===== src/rtl/adpll_gain_sequencer.sv =====
// Gain-scheduling / programming sequencer for the ADPLL core: clear, acquisition gains, lock watch,
// tracking gains, loss-of-lock fallback. Optional acquisition timeout via ADPLL_SEQ_TIMEOUT_EN.
module adpll_gain_sequencer #(
    parameter int         W      = 5,
    parameter int         LCW    = 8,
    parameter int         TOW    = 12,
    parameter logic [2:0] SEL_KP = 3'd0,
    parameter logic [2:0] SEL_KI = 3'd1,
    parameter int         LOSS_N = 4
) (
    input  logic           clk,
    input  logic           rst,
    input  logic           start,
    input  logic           stop,
    input  logic [W-1:0]   err_mag,
    input  logic [W-1:0]   acq_kp,
    input  logic [W-1:0]   acq_ki,
    input  logic [W-1:0]   trk_kp,
    input  logic [W-1:0]   trk_ki,
    input  logic [W-1:0]   lock_thresh,
    input  logic [LCW-1:0] lock_cycles,
    output logic           clr,
    output logic           pgm,
    output logic [2:0]     param_sel,
    output logic [W-1:0]   pgm_value,
    output logic           locked,
    output logic           busy,
    output logic [2:0]     state,
    output logic           timeout
);
    typedef enum logic [2:0] {
        IDLE     = 3'd0,
        CLEAR    = 3'd1,
        LOAD_ACQ = 3'd2,
        ACQUIRE  = 3'd3,
        LOAD_TRK = 3'd4,
        TRACK    = 3'd5
    } state_e;

    localparam int LSW = $clog2(LOSS_N + 1);

    state_e         state_q, state_d;
    logic [2:0]     step_q, step_d;
    logic [LCW-1:0] lock_q, lock_d;
    logic [LSW-1:0] loss_q, loss_d;
    logic           clr_q, clr_d, pgm_q, pgm_d, locked_q, locked_d, busy_q, busy_d;
    logic [2:0]     sel_q, sel_d;
    logic [W-1:0]   val_q, val_d;
    logic [LCW-1:0] lock_tgt;
    logic           in_win, wr_d;

    assign in_win   = (err_mag <= lock_thresh);
    assign lock_tgt = (lock_cycles == '0) ? LCW'(1) : lock_cycles;

`ifdef ADPLL_SEQ_TIMEOUT_EN
    localparam logic [TOW-1:0] TO_LAST = {{(TOW-1){1'b1}}, 1'b0};
    logic [TOW-1:0] to_q, to_d;
    logic           tmo_q, tmo_d;
    assign timeout = tmo_q;
`else
    logic [TOW-1:0] unused_tow;
    assign unused_tow = '0;
    assign timeout    = 1'b0;
`endif

    always_comb begin
        state_d = state_q;
        step_d  = step_q;
        lock_d  = '0;
        loss_d  = '0;
`ifdef ADPLL_SEQ_TIMEOUT_EN
        to_d    = '0;
        tmo_d   = tmo_q;
`endif
        case (state_q)
            IDLE: begin
                if (start && !stop) begin
                    state_d = CLEAR;
                    step_d  = '0;
`ifdef ADPLL_SEQ_TIMEOUT_EN
                    tmo_d   = 1'b0;
`endif
                end
            end
            CLEAR: begin
                if (step_q == 3'd1) begin
                    state_d = LOAD_ACQ;
                    step_d  = '0;
                end else begin
                    step_d = step_q + 3'd1;
                end
            end
            LOAD_ACQ, LOAD_TRK: begin
                // Two back-to-back 3-cycle writes: steps 0-2 Kp, steps 3-5 Ki
                if (step_q == 3'd5) begin
                    if (state_q == LOAD_ACQ) state_d = ACQUIRE;
                    else                     state_d = TRACK;
                    step_d = '0;
                end else begin
                    step_d = step_q + 3'd1;
                end
            end
            ACQUIRE: begin
`ifdef ADPLL_SEQ_TIMEOUT_EN
                to_d = to_q + TOW'(1);
`endif
                if (in_win && (lock_q >= lock_tgt - LCW'(1))) begin
                    state_d = LOAD_TRK;
                    step_d  = '0;
                end else if (in_win) begin
                    lock_d = (lock_q == '1) ? lock_q : lock_q + LCW'(1);
`ifdef ADPLL_SEQ_TIMEOUT_EN
                end else if (to_q == TO_LAST) begin
                    state_d = CLEAR;
                    step_d  = '0;
                    tmo_d   = 1'b1;
`endif
                end
`ifdef ADPLL_SEQ_TIMEOUT_EN
                if (in_win && (lock_q < lock_tgt - LCW'(1)) && (to_q == TO_LAST)) begin
                    state_d = CLEAR;
                    step_d  = '0;
                    tmo_d   = 1'b1;
                end
`endif
            end
            TRACK: begin
                if (!in_win) begin
                    if (loss_q == LSW'(LOSS_N - 1)) begin
                        state_d = LOAD_ACQ;
                        step_d  = '0;
                    end else begin
                        loss_d = loss_q + LSW'(1);
                    end
                end
            end
            default: begin
                state_d = IDLE;
                step_d  = '0;
            end
        endcase
        if (stop) begin
            state_d = IDLE;
            step_d  = '0;
        end

        // Outputs are decoded from the next state so they appear registered with it
        wr_d     = (state_d == LOAD_ACQ) || (state_d == LOAD_TRK);
        clr_d    = (state_d == CLEAR);
        pgm_d    = wr_d && ((step_d == 3'd1) || (step_d == 3'd4));
        locked_d = (state_d == TRACK);
        busy_d   = (state_d != IDLE);
        sel_d    = sel_q;
        val_d    = val_q;
        if (wr_d && (step_d == 3'd0)) begin
            sel_d = SEL_KP;
            val_d = (state_d == LOAD_ACQ) ? acq_kp : trk_kp;
        end else if (wr_d && (step_d == 3'd3)) begin
            sel_d = SEL_KI;
            val_d = (state_d == LOAD_ACQ) ? acq_ki : trk_ki;
        end
    end

    always_ff @(posedge clk or posedge rst) begin
        if (rst) begin
            state_q  <= IDLE;
            step_q   <= '0;
            lock_q   <= '0;
            loss_q   <= '0;
            clr_q    <= 1'b0;
            pgm_q    <= 1'b0;
            locked_q <= 1'b0;
            busy_q   <= 1'b0;
            sel_q    <= '0;
            val_q    <= '0;
`ifdef ADPLL_SEQ_TIMEOUT_EN
            to_q     <= '0;
            tmo_q    <= 1'b0;
`endif
        end else begin
            state_q  <= state_d;
            step_q   <= step_d;
            lock_q   <= lock_d;
            loss_q   <= loss_d;
            clr_q    <= clr_d;
            pgm_q    <= pgm_d;
            locked_q <= locked_d;
            busy_q   <= busy_d;
            sel_q    <= sel_d;
            val_q    <= val_d;
`ifdef ADPLL_SEQ_TIMEOUT_EN
            to_q     <= to_d;
            tmo_q    <= tmo_d;
`endif
        end
    end

    assign clr       = clr_q;
    assign pgm       = pgm_q;
    assign param_sel = sel_q;
    assign pgm_value = val_q;
    assign locked    = locked_q;
    assign busy      = busy_q;
    assign state     = state_q;
endmodule

===== config.mk =====
export PLATFORM = sky130hd
export DESIGN_NAME = adpll_gain_sequencer
export DESIGN_NICKNAME = d
export VERILOG_FILES = /design/src/rtl/adpll_gain_sequencer.sv
export SDC_FILE = /design/constraint.sdc
export NUM_CORES = 1
export LEC_CHECK = 0
export BUFFER_PORTS_ARGS = -buffer_cell sky130_fd_sc_hd__buf_2
export CORE_MARGIN = 4
export CORE_UTILIZATION = 45
export CTS_CLUSTER_SIZE = 8
export DETAILED_ROUTE_END_ITERATION = 7
export PLACE_DENSITY = 0.79
export RECOVER_POWER = 100
export SYNTH_ARGS = -nofsm -noshare
export SYNTH_HDL_FRONTEND = slang
export SYNTH_SLANG_ARGS = --single-unit

===== constraint.sdc =====
create_clock -name clk -period 5.2 [get_ports clk]
set_input_delay 1.04 -clock clk [delete_from_list [all_inputs] [get_ports clk]]
set_output_delay 1.04 -clock clk [all_outputs]
set_load 0.1 [all_outputs]

After elaboration in Yosys (flattened, before gate mapping)
Cells that the tools add are included.
Widths: inputs -> output; s select.
{ "op_classes": {"add_sub_neg": 4, "order_cmp": 2, "eq_ne": 17, "n_mux": 31, "reduce_logical": 14} }
{ "op_table": {"columns": ["op", "count"], "rows": [
  ["$mux 3", 20],
  ["$mux 8", 5],
  ["$pmux 3 s5", 2],
  ["$mux 5", 4],
  ["$eq 3x3->1 const B", 6],
  ["$eq 3x2->1 const B", 5],
  ["$eq 3x1->1 const B", 4],
  ["$add 8x1->8 const B", 1],
  ["$eq 8x8->1 const B", 1],
  ["$ge 8x8->1", 1],
  ["$logic_not 8->1", 1],
  ["$sub 8x1->8 const B", 1],
  ["$add 3x1->3 const B", 2],
  ["$logic_not 3->1", 2],
  ["$le 5x5->1", 1],
  ["$logic_and 1x1->1", 5],
  ["$ne 4x4->1 const B", 1],
  ["$reduce_bool 3->1", 1],
  ["$logic_or 1x1->1", 2],
  ["$reduce_bool 2->1", 1],
  ["$reduce_or 2->1", 1],
  ["$logic_not 1->1", 1]
]} }
{ "word_totals": {"reg_bits": 29, "input_bits": 42} }

Logic depth before layout (Yosys ltp)
Gate-level depths: netlist (run 1).
{ "depth": {"ltp_word": 13, "depth_mapped": 18, "mapped_depth_nobuf": 17} }

Worst setup path before layout (run 1)
No wires, ideal clock.
{ "synth_path": {"path_kind": "input port to flip-flop", "from": "input lock_cycles[2]", "to": "register val_q[0] (netlist: pgm_value[0])", "setup_time_ns": 0.094, "arrival_time_ns": 4.397, "required_time_ns": 5.106, "path_slack_ns": 0.709, "path_stages": 18, "path_buffers": 1, "path_cell_list": "or4_1 or3_1 nor2_1 nor2_1 ha_1 inv_1 nor2_1 xnor2_1 ha_1 nand4_1 a21oi_1 a21oi_4 or3_1 a31o_2 a2111oi_4 buf_6 nor3_2 a221oi_2"} }
{ "synth_between": {"elab_chain_len": 12} }
{ "synth_lines": {"columns": ["item", "line", "source"], "rows": [
  ["from (decl)", "21", "input logic [LCW-1:0] lock_cycles,"],
  ["$logic_not 8->1", "53", "assign lock_tgt = (lock_cycles == '0) ? LCW'(1) : lock_cycles;"],
  ["$mux 8 *", "53", null],
  ["$sub 8x1->8 *", "107", "if (in_win && (lock_q >= lock_tgt - LCW'(1))) begin"],
  ["$ge 8x8->1 *", "107", null],
  ["$logic_and 1x1->1 *", "107", null],
  ["$mux 3", "107", null],
  ["$pmux 3 s5", "75", "case (state_q)"],
  ["$mux 3", "142", "if (stop) begin"],
  ["$eq 3x2->1 / $eq 3x3->1 (equally long branches)", "148, 157, 160", null],
  ["$mux 5 / $logic_or 1x1->1 (equally long branches)", "160, 148", null],
  ["$mux 5, or another cell as far along", "158", "end else if (wr_d && (step_d == 3'd3)) begin"],
  ["$mux 5 / $reduce_bool 2->1 (equally long branches)", null, null],
  ["to (signal assigned)", "190", "val_q <= val_d;"],
  ["to (decl)", "48", "logic [W-1:0] val_q, val_d;"]
]} }
Every way passes the cells marked *; elsewhere a longest branch is shown, timed or not. The select of a mux whose other input is x is not followed.
A chain may end at the register's enable or synchronous reset.

Worst setup path in the final report (run 1)
{ "layout_path": {"from": "input lock_cycles[2]", "to": "register val_q[1] (netlist: pgm_value[1])"} }
Same word-level chain as after synthesis.

==> results of run 1 <==
routing by layer:
metal / GRT usage, % / part of all wire, % / up-vias
met3: 3.06 / 6.0 / 4
li1: - / - / 965
met5: 0 / 0 / -
met1: 21.3 / 46 / 896
met2: 26.2 / 47 / 51
met4: 3.26 / 0.68 / 0
area by class of cell:
class,instances,share of cell area (%)
multi-input cells,184,55.0
repair buffers,56,10.5
clock buffers,4,1.77
flip-flops and latches,27,26.5
inverters,19,2.90
well taps,67,3.29
power breakdown:
group / internal [mW] / switching (mW)
clock: 0.0549 / 0.0639
sequential: 0.237 / 0.0233
combinational: 0.0822 / 0.289
through the flow:
| step | setup WS [ns] | utilization [%] | power, mW | cells | instance area (um^2) |
|---|---|---|---|---|---|
| finish | 0.421 | 52.9 | 0.751 | 357 | 2550 |
| CTS | 0.565 | 53.7 | 0.767 | 357 | 2590 |
| detailed placement | 0.273 | 52.8 | 0.646 | 353 | 2540 |
| global placement | 0.492 | 52.8 | 0.639 | 353 | 2540 |
| floorplan | 0.709 | - | 0.582 | 243 | 2290 |
| global route | 0.176 | 52.9 | 0.787 | 357 | 2550 |
kinds of logic (layout without fill, tap and decap cells):
logic type      after synthesis  count (layout)  share of synthesized area (%)
compound gates               50              50                           19.1
xor+xnor                     11              11                           4.23
fa+ha+maj                    18              18                           9.88
buf+inv                      32              79                           8.13
flops                        27              27                           29.7
mux                          12              12                           5.27
other cells                   1               3                          0.165
simple gates                 90              90                           23.6
critical path, cell delays in order:
cell	delay, ns
clkbuf_1	0.11
or4_1	0.56
or3_1	0.34
nor2_1	0.10
nor2_1	0.07
ha_1	0.20
inv_1	0.07
nor2_1	0.05
xnor2_1	0.12
ha_1	0.30
nand4_1	0.10
a21oi_1	0.14
a21oi_1	0.16
nor3_1	0.50
o211ai_2	0.19
a2111oi_4	0.37
buf_4	0.27
nor3_2	0.07
a221oi_2	0.18
placed cells by master, fill, tap and decap left out, types with 3 or more instances in the layout:
master,count
a21oi_1,12
a221oi_2,5
buf_2,40
clkbuf_1,15
clkbuf_8,3
conb_1,3
dfrtp_1,27
ha_1,18
inv_1,18
mux2i_1,12
nand2_1,14
nand3_1,5
nand4_1,4
nor2_1,20
nor2b_1,5
nor3_1,9
nor3_2,4
nor3b_1,4
o21ai_0,9
or3_1,4
xnor2_1,6
xor2_1,5
state kept, by name, summed over array words and instances (netlist names):
| signal | count |
|---|---|
| state | 3 |
| clr | 1 |
| pgm | 1 |
| locked | 1 |
| lock_q | 8 |
| loss_q | 3 |
| param_sel | 1 |
| pgm_value | 5 |
| step_q | 3 |
| busy | 1 |
worst paths after layout:
| path | to | slack, ns | cells after the start |
|---|---|---|---|
| min | loss_q[0] | 0.45 | 1 |
| min in group asynchronous | lock_q[0] | 1.00 | 2 |
| max in group asynchronous | step_q[2] | 3.59 | 2 |
| max | pgm_value[1] | 0.42 | 19 |
| min reg2reg | loss_q[0] | 0.45 | 1 |
| max reg2reg | pgm_value[1] | 2.19 | 11 |
==> metrics, run 1 <==
status=completed; hold slack=0.450 ns; share of cells above drive strength 1=25.9%; Fillers=475; register area=676 um^2; HPWL after detailed placement=3770 um; Seq cells post-synth=27; CTS Buf Count=3; DRC Markers=0; max_cap viols=0; Die Area=0.00627 mm^2; Clock Latency Late Sink=0.27 ns; maximum VDD drop=365 uV; vias in the first global route=1860; largest net degree at the start of global routing=28; H-tree Lvls=1; Total GRT Usage=15.8%; DIE HEIGHT=79.2 um; num ports=58; Final Max Tran Viols=0; initial DRC count=107; Tightest Pin Transition=1.18 ns; initial antenna violation count=0; Routed WL=4830 um; Req. time, crit path=5.38 ns; Initial Util=47.3%; Worst Setup SP=lock_cycles[2]; Synth Flop Type=dfrtp_1; Max clock buf depth=2; PostCTS Resize Cnt=0; ys async rst share=100%; most frequent cells after synthesis=dfrtp_1 (27), nor2_1 (20), ha_1 (18), inv_1 (18), nand2_1 (14); Congestion Overflow GR=0; Final Hold Fails=0; Post-synth EDFFs=0; via count=1916; DR pass1 iterations=4; Post-CTS Setup Bufs=0; LEAKAGE=1.13 nW; WL/cell=13.5 um; Cell Rows=25; crit end category=register; Routed Antenna Nets=0; crit path DAT=4.96 ns; top cell type's share of synthesized area=29.7%; sequential element share of the synthesized area=29.7%; CP Class=in2reg; Fin Clk Skew=0.00514 ns; cell with the most instances after synthesis=dfrtp_1; Hold Startpoint=loss_q[0]; CTS tree=built; syn_area_per_cell=9.45 um^2; Fmax achieved=209 MHz; worst min-delay path class=reg2reg; cell area after synthesis=0.00228 mm^2; Area Growth Syn to Fin=11.8%; final setup violation count=0; Placer Congestion=0.888; root buffer cell=clkbuf_8; Port-buffer cells=54; first-pass GRT wire length=8220 um; Clk pin slew, worst setup/hold paths=0.09 ns; Synth area leader=dfrtp_1; Cell Pwr Density=295 mW/mm^2; Die W=79.2 um; multi-input gate area in the final layout=0.00140 mm^2; RSZ-0062 raised after global routing=false; Tmin final=4.78 ns; Critical Path Fanout Max=11; unique cell type count in the Yosys netlist=63; # nets final=351; ant diodes=0; CTS sink cnt=27; final setup TNS=0 ns; Ys Warns=0; synth top area cells=dfrtp_1 (30%), ha_1 (9.9%), mux2i_1 (5.3%), a221oi_2 (3.3%), nor2_1 (3.3%); worst rel slew slack=21.7%; Worst Setup Start Kind=primary input; hold_buf cts=0; Synth Instances=241; Worst R2R Start=lock_q[0]; final worst-path cycle share=91.9%; core area=0.00482 mm^2; Via-to-Cell Ratio=5.37
Power figures use the tool's default switching activity.
==> run 2, diff against run 1 <==
BUFFER_PORTS_ARGS = unset   (was -buffer_cell sky130_fd_sc_hd__buf_2)
DONT_BUFFER_PORTS = 1   (was unset)
PLACE_DENSITY = 0.7   (was 0.79)
==> run 2 against run 1 <==
Net effect:
- the flow now finishes with violations (capacitance limit, slew limit)
- design area shrank 9.8%
- final cell count shrank 14%
- register-to-register slack lost 0.73 ns
- routed wire length shrank 8.9%
- worst setup slack gained 0.17 ns
- critical endpoint is now pgm_value[3]
- maximum frequency grew 3.7%
- count of clock-buffer cells in the layout shrank 1
- sequential power grew 71%
- global-route usage shrank 1.3 points
- non-clock buffer count shrank 51
==> metrics, run 2 (synthesized netlist as in run 1, its figures left out) <==
Routed Antenna Nets=0 (unchanged); core area=0.00482 mm^2 (unchanged); maximum VDD drop=258 uV (-29%); Initial Util=47.3% (unchanged); Hold Crit Depth=1 (unchanged); root buffer cell=clkbuf_8; Largest stage delay, worst path=0.53 ns (-0.03 ns); Placer Congestion=0.827 (-6.9%); Via-to-Cell Ratio=5.58 (+3.9%); DIE HEIGHT=79.2 um (unchanged); Area Growth Syn to Fin=0.878%; Tightest Pin Transition=1.72 ns (+0.540 ns); Clk pin slew, worst setup/hold paths=0.10 ns (about the same); ant diodes=0 (unchanged); GR Util met1=19.2% (-2.1 points); Setup WS post-layout=0.590 ns (+0.170 ns); crit-path most repeated cell=nor2_1; H-tree Lvls=1 (unchanged); GR Util met2=24.6% (-1.6 points); WP buf/inv=2 (-1); Comb power frac=20.4% (-29 points); Die Area=0.00627 mm^2 (unchanged); Final Hold Fails=0 (unchanged); Fin Clk Skew=0.00441 ns (-0.000728 ns); Worst Setup SP=lock_cycles[2]; Cells after DPL=302 (-14%); Routed WL=4410 um (-8.9%); CTS Buf Count=3 (unchanged); Final Max Tran Viols=38 (+38); Psw=0.367 mW (-2.5%); CTS tree=built; Port-buffer cells=0 (-100%); reg2reg setup slack=1.46 ns (-0.73 ns); Critical Path Fanout Max=11 (unchanged); CTS sink cnt=27 (unchanged); Req. time, crit path=5.37 ns (about the same); Pint=0.349 mW (-6.7%); Cell Rows=25 (unchanged); hold_buf cts=0 (unchanged); Final Util=47.7% (-5.2 points); Largest Register=lock_q; status=finished, violations left; worst min-delay path class=reg2reg; Fmax achieved=217 MHz (+3.7%); Cell Pwr Density=312 mW/mm^2 (+5.7%); crit path DAT=4.78 ns (-0.18 ns); vias in the first global route=1649 (-11%); M3 GR Usage=3.74% (+0.68 points); R2R depth=10 (-1); RSZ-0062 raised after global routing=false; CP Class=in2reg; Worst path top cell family by delay=simple AND/OR/NAND/NOR gates; switching fraction of total power=51.2% (+1.1 points); num ports=58 (unchanged); worst rel slew slack=-14.6% (-36 points); Pwr Total=0.716 mW (-4.6%); slowest CP cell=or4_1; final setup TNS=0 ns (unchanged); Flop pwr share=62.4% (+28 points); Max clock buf depth=2 (unchanged); Post-CTS Setup Bufs=0 (unchanged); crit end category=register; Cell Count, Final, Fillers Out=306 (-14%); Tmin final=4.61 ns (-0.170 ns); worst-path cell chain=or4_1, or3_1, nor2_1, nor2_1, ha_1, inv_1, nor2_1, xnor2_1, ha_1, nand4_1, a21oi_1, a21oi_1, nor3_1, o211ai_1, a2111oi_4, buf_4, nor3_2, a221oi_1; grt peak-use layer=met2; hold path endpoint=loss_q[0]; most common cell after layout, fill and taps aside=dfrtp_1; max_cap viols=3 (+3); final worst-path cycle share=88.6% (-3.3 points); final setup violation count=0 (unchanged); failing checks=capacitance limit, slew limit; share of cells above drive strength 1=14.2% (-12 points); Hold Startpoint=loss_q[0]; Worst R2R Start=state[2]; initial DRC count=116 (+8.4%); most frequent cells in the layout=dfrtp_1 (27), nor2_1 (20), inv_1 (18), ha_1 (18), nand2_1 (14); Setup WS pre-CTS=0.492 ns (+0.218 ns); first-pass GRT wire length=7470 um (-9.2%); largest net degree at the start of global routing=28 (unchanged); initial antenna violation count=0 (unchanged); Congestion Overflow GR=0 (unchanged); # nets final=300 (-15%); Clock Latency Late Sink=0.27 ns (about the same); Die W=79.2 um (unchanged); DR pass1 iterations=4 (unchanged); max reg flops=8 (unchanged); WL/cell=14.4 um (+6.3%); clock power share=17.1% (+1.3 points); Total GRT Usage=14.4% (-1.3 points); Crit Reg-Reg Endpoint=pgm_value[3]; DRC Markers=0 (unchanged); LEAKAGE=0.949 nW (-16%); via count=1706 (-11%); Worst Setup Start Kind=primary input; PostCTS Resize Cnt=0 (unchanged); HPWL after detailed placement=3480 um (-7.6%)
[run 2: changes by cell type in the layout (fill, tap and decap cells not counted), sizes merged]
| cell | change |
|---|---|
| clkinvlp | +1 |
| clkbuf | -12 |
| buf | -40 |
[run 2: power by group through the flow]
stage | clock network [mW] | registers, mW | logic (mW)
after floorplan | 0 | 0.453 | 0.129
after global placement | 0 | 0.453 | 0.148
after detailed placement | 0 | 0.452 | 0.152
after CTS | 0.128 | 0.449 | 0.152
after global routing | 0.138 | 0.452 | 0.163
final | 0.123 | 0.447 | 0.146
[run 2: worst reg2reg max path: stages (launching register included)]
cell	delay [ns]
dfrtp_1	0.33
clkbuf_1	1.23
xnor2_1	0.30
nor3b_1	0.32
o21bai_1	0.14
a21oi_1	0.36
o211ai_1	0.18
a211oi_2	0.22
buf_4	0.23
nor3_2	0.06
a221oi_1	0.25
[run 2: final cells by class]
class / count / area, um^2
fill: 490 / 2520
multi-input combinational: 184 / 1390
sequential: 27 / 676
tap: 67 / 83.8
inverter: 19 / 73.8
clock buffer: 3 / 41.3
timing repair buffer: 5 / 26.3
clock inverter: 1 / 7.51
[run 2: how the worst max path moves through the flow]
stage | endpoint | slack [ns] | cells after the start
2_1_floorplan | pgm_value[0] | 0.71 | 18
3_3_place_gp | pgm_value[4] | 0.57 | 18
3_5_place_dp | pgm_value[3] | 0.49 | 18
4_1_cts | pgm_value[3] | 0.76 | 18
5_1_grt | pgm_value[3] | 0.29 | 18
6_report | pgm_value[3] | 0.59 | 18
[run 2: stage by stage]
stage	instance area, um^2	hold WS [ns]
after detailed placement	2300	0.471
after floorplan	2290	0.418
after global placement	2300	0.442
final	2300	0.474
after CTS	2340	0.484
after global routing	2300	0.495
[run 2: routing by layer]
metal	vias to the layer above	wire, um
met3	2	335
met2	55	1980
met1	793	2090
met5	-	0
met4	0	6
li1	856	-
==> run 3, diff against run 2 <==
ABC_AREA = 1   (was unset)
CELL_PAD_IN_SITES_DETAIL_PLACEMENT = 1   (was unset)
CELL_PAD_IN_SITES_GLOBAL_PLACEMENT = 1   (was unset)
CTS_BUF_LIST = sky130_fd_sc_hd__clkbuf_4   (was unset)
PLACE_DENSITY = 0.89   (was 0.7)
==> run 3 against run 2 <==
Net effect:
- the flow now finishes without violations
- synthesized cell count rose by 22%
- largest cell class unchanged
- utilization grew 0.44 points
- worst setup slack improved by 0.39 ns
- sequential cell count unchanged
==> metrics, run 3 <==
Synth Area in XOR/XNOR=3.28% (-0.95 points); Post-synth EDFFs=0 (unchanged); Placer Congestion=0.844 (+2.1%); final setup TNS=0 ns (unchanged); ys async rst share=100% (unchanged); most common cell after layout, fill and taps aside=nand2_1; final worst-path cycle share=81.2% (-7.4 points); cell area after synthesis=0.00214 mm^2 (-6.3%); Clock Latency Late Sink=0.33 ns (+0.06 ns); unique cell type count in the Yosys netlist=35 (-44%); hold slack=0.481 ns (+0.00646 ns); Post-CTS Setup Bufs=0 (unchanged); WL/cell=14.3 um (-0.64%); most frequent cells in the layout=nand2_1 (78), inv_1 (40), nand3_1 (39), dfrtp_1 (27), nor2_1 (26); core area=0.00447 mm^2 (-7.1%); via count=1884 (+10%); Ys Warns=0 (unchanged); Cell Rows=24 (-4.0%); crit end category=register; Adder-Cell Fraction of Synth Area=10.5% (+0.66 points); Total GRT Usage=17.5% (+3.1 points); initial DRC count=49 (-58%); DR pass1 iterations=4 (unchanged); syn_area_per_cell=7.26 um^2 (-23%); Cells after DPL=342 (+13%); Fillers=592 (+21%); CP Class=in2reg; DIE HEIGHT=76.9 um (-2.9%); Setup WS post-layout=0.977 ns (+0.387 ns); Cell Pwr Density=283 mW/mm^2 (-9.1%); Initial Util=47.7% (+0.44 points); Fin Clk Skew=0.00853 ns (+0.00412 ns); ant diodes=0 (unchanged); Worst Setup Start Kind=primary input; # nets final=355 (+18%); HPWL after detailed placement=4150 um (+19%); CTS sink cnt=27 (unchanged); Via-to-Cell Ratio=5.45 (-2.3%); Largest Register=lock_q; status=completed; num ports=58 (unchanged); CTS Buf Count=3 (unchanged); Die Area=0.00591 mm^2 (-5.6%); LEAKAGE=1.20 nW (+26%); Congestion Overflow GR=0 (unchanged); Synth Area in Compound Gates=6.50% (-13 points); Port-buffer cells=0 (unchanged); largest net degree at the start of global routing=28 (unchanged); Critical Path Fanout Max=12 (+1); Clk pin slew, worst setup/hold paths=0.16 ns (+0.06 ns); crit path DAT=4.50 ns (-0.28 ns); largest family of logic cells by synthesized area=simple AND/OR/NAND/NOR gates; RSZ-0062 raised after global routing=false; worst min-delay path class=reg2reg; Setup WS pre-CTS=1.01 ns (+0.516 ns); Routed WL=4950 um (+12%); maximum VDD drop=227 uV (-12%); Die W=76.9 um (-2.9%); Req. time, crit path=5.47 ns (+0.10 ns); root buffer cell=clkbuf_4; PostCTS Resize Cnt=0 (unchanged); vias in the first global route=1954 (+18%); H-tree Lvls=1 (unchanged); Synth Area in Simple Gates=38.7% (+15 points); Tmin final=4.22 ns (-0.387 ns); Max clock buf depth=2 (unchanged); max reg flops=8 (unchanged); post-synthesis mux area share=0% (-5.3 points); Final Max Tran Viols=0 (-100%); initial antenna violation count=0 (unchanged); Fmax achieved=237 MHz (+9.2%); most frequent cells after synthesis=nand2_1 (71), inv_1 (38), nand3_1 (38); CTS tree=built; DRC Markers=0 (unchanged); Tightest Pin Transition=1.05 ns (-0.672 ns); Synth Instances=294 (+22%); sequential element share of the synthesized area=31.6% (+2.0 points); Final Hold Fails=0 (unchanged); top cell type's share of synthesized area=31.6% (+2.0 points); Seq cells post-synth=27 (unchanged); Cell Count, Final, Fillers Out=346 (+13%); synth top area cells=dfrtp_1 (32%), nand2_1 (12%), ha_1 (11%), nand3_1 (8.9%), inv_1 (6.7%); final setup violation count=0 (unchanged); hold_buf cts=0 (unchanged); worst rel slew slack=30.2% (+45 points); Final Util=48.2% (+0.44 points); first-pass GRT wire length=8730 um (+17%); cell with the most instances after synthesis=nand2_1; Synth Flop Type=dfrtp_1; Routed Antenna Nets=0 (unchanged); share of cells above drive strength 1=6.46% (-7.8 points); Area Growth Syn to Fin=0.879% (about the same); Synth area leader=dfrtp_1; max_cap viols=0 (-3)
[run 3: worst paths after layout]
path | start | end | slack (ns) | depth (start not counted)
hold / removal | loss_q[0] | loss_q[0] | 0.48 | 1
max in group asynchronous | rst | lock_q[1] | 3.77 | 1
setup reg to reg | state[2] | pgm_value[2] | 1.79 | 11
min in group asynchronous | rst | locked | 0.82 | 1
hold reg to reg | loss_q[0] | loss_q[0] | 0.48 | 1
setup / recovery | lock_cycles[1] | pgm_value[2] | 0.98 | 22
[run 3: area by class of cell]
| class | count | area [um^2] | share of cell area [%] |
|---|---|---|---|
| tap | 52 | 65.1 | 3.02 |
| inverter | 42 | 158 | 7.32 |
| sequential | 27 | 676 | 31.4 |
| clock inverter | 1 | 5.00 | 0.232 |
| multi-input combinational | 221 | 1230 | 57.0 |
| clock buffer | 3 | 22.5 | 1.05 |
[run 3: stage by stage]
step,power (mW),cell area [um^2]
detailed placement,0.525,2170
global route,0.645,2150
global placement,0.521,2170
floorplan,0.502,2140
finish,0.611,2150
CTS,0.621,2200
[run 3: where the power goes]
group          internal, mW  leakage (nW)  switching [mW]
clock                0.0289        0.0177          0.0678
combinational        0.0357         0.812          0.0704
sequential            0.229         0.366           0.179
[run 3: metal layers]
metal | GRT usage [%] | up-vias | share of wire [%]
met5 | 0 | - | 0
met4 | 4.17 | 0 | 0.89
met3 | 3.04 | 6 | 4.8
li1 | - | 951 | -
met1 | 22.9 | 879 | 46
met2 | 30.0 | 48 | 48
[run 3: critical path, stage by stage]
cell and delay (ns):
nor4_1 0.35, a21oi_1 0.21, ha_1 0.25, nand2_1 0.10, nor3_1 0.06, xor2_1 0.12, inv_1 0.05, ha_1 0.26
nand2_1 0.07, nor2_1 0.11, nand2_1 0.08, nand2_1 0.08, nand2_1 0.07, nand2_1 0.12, nand3_1 0.11, nand2_1 0.30
inv_1 0.16, a21oi_4 0.29, nand2_1 0.24, nand2_1 0.22, nor2_1 0.06, nor2_1 0.13
[run 3: cell families after synthesis]
family,count (synthesis)
AO/OA/AOI/OAI,20
XOR/XNOR,8
buffers and inverters,48
other,1
AND/OR/NAND/NOR,172
flip-flops,27
adder cells (fa/ha/maj),18
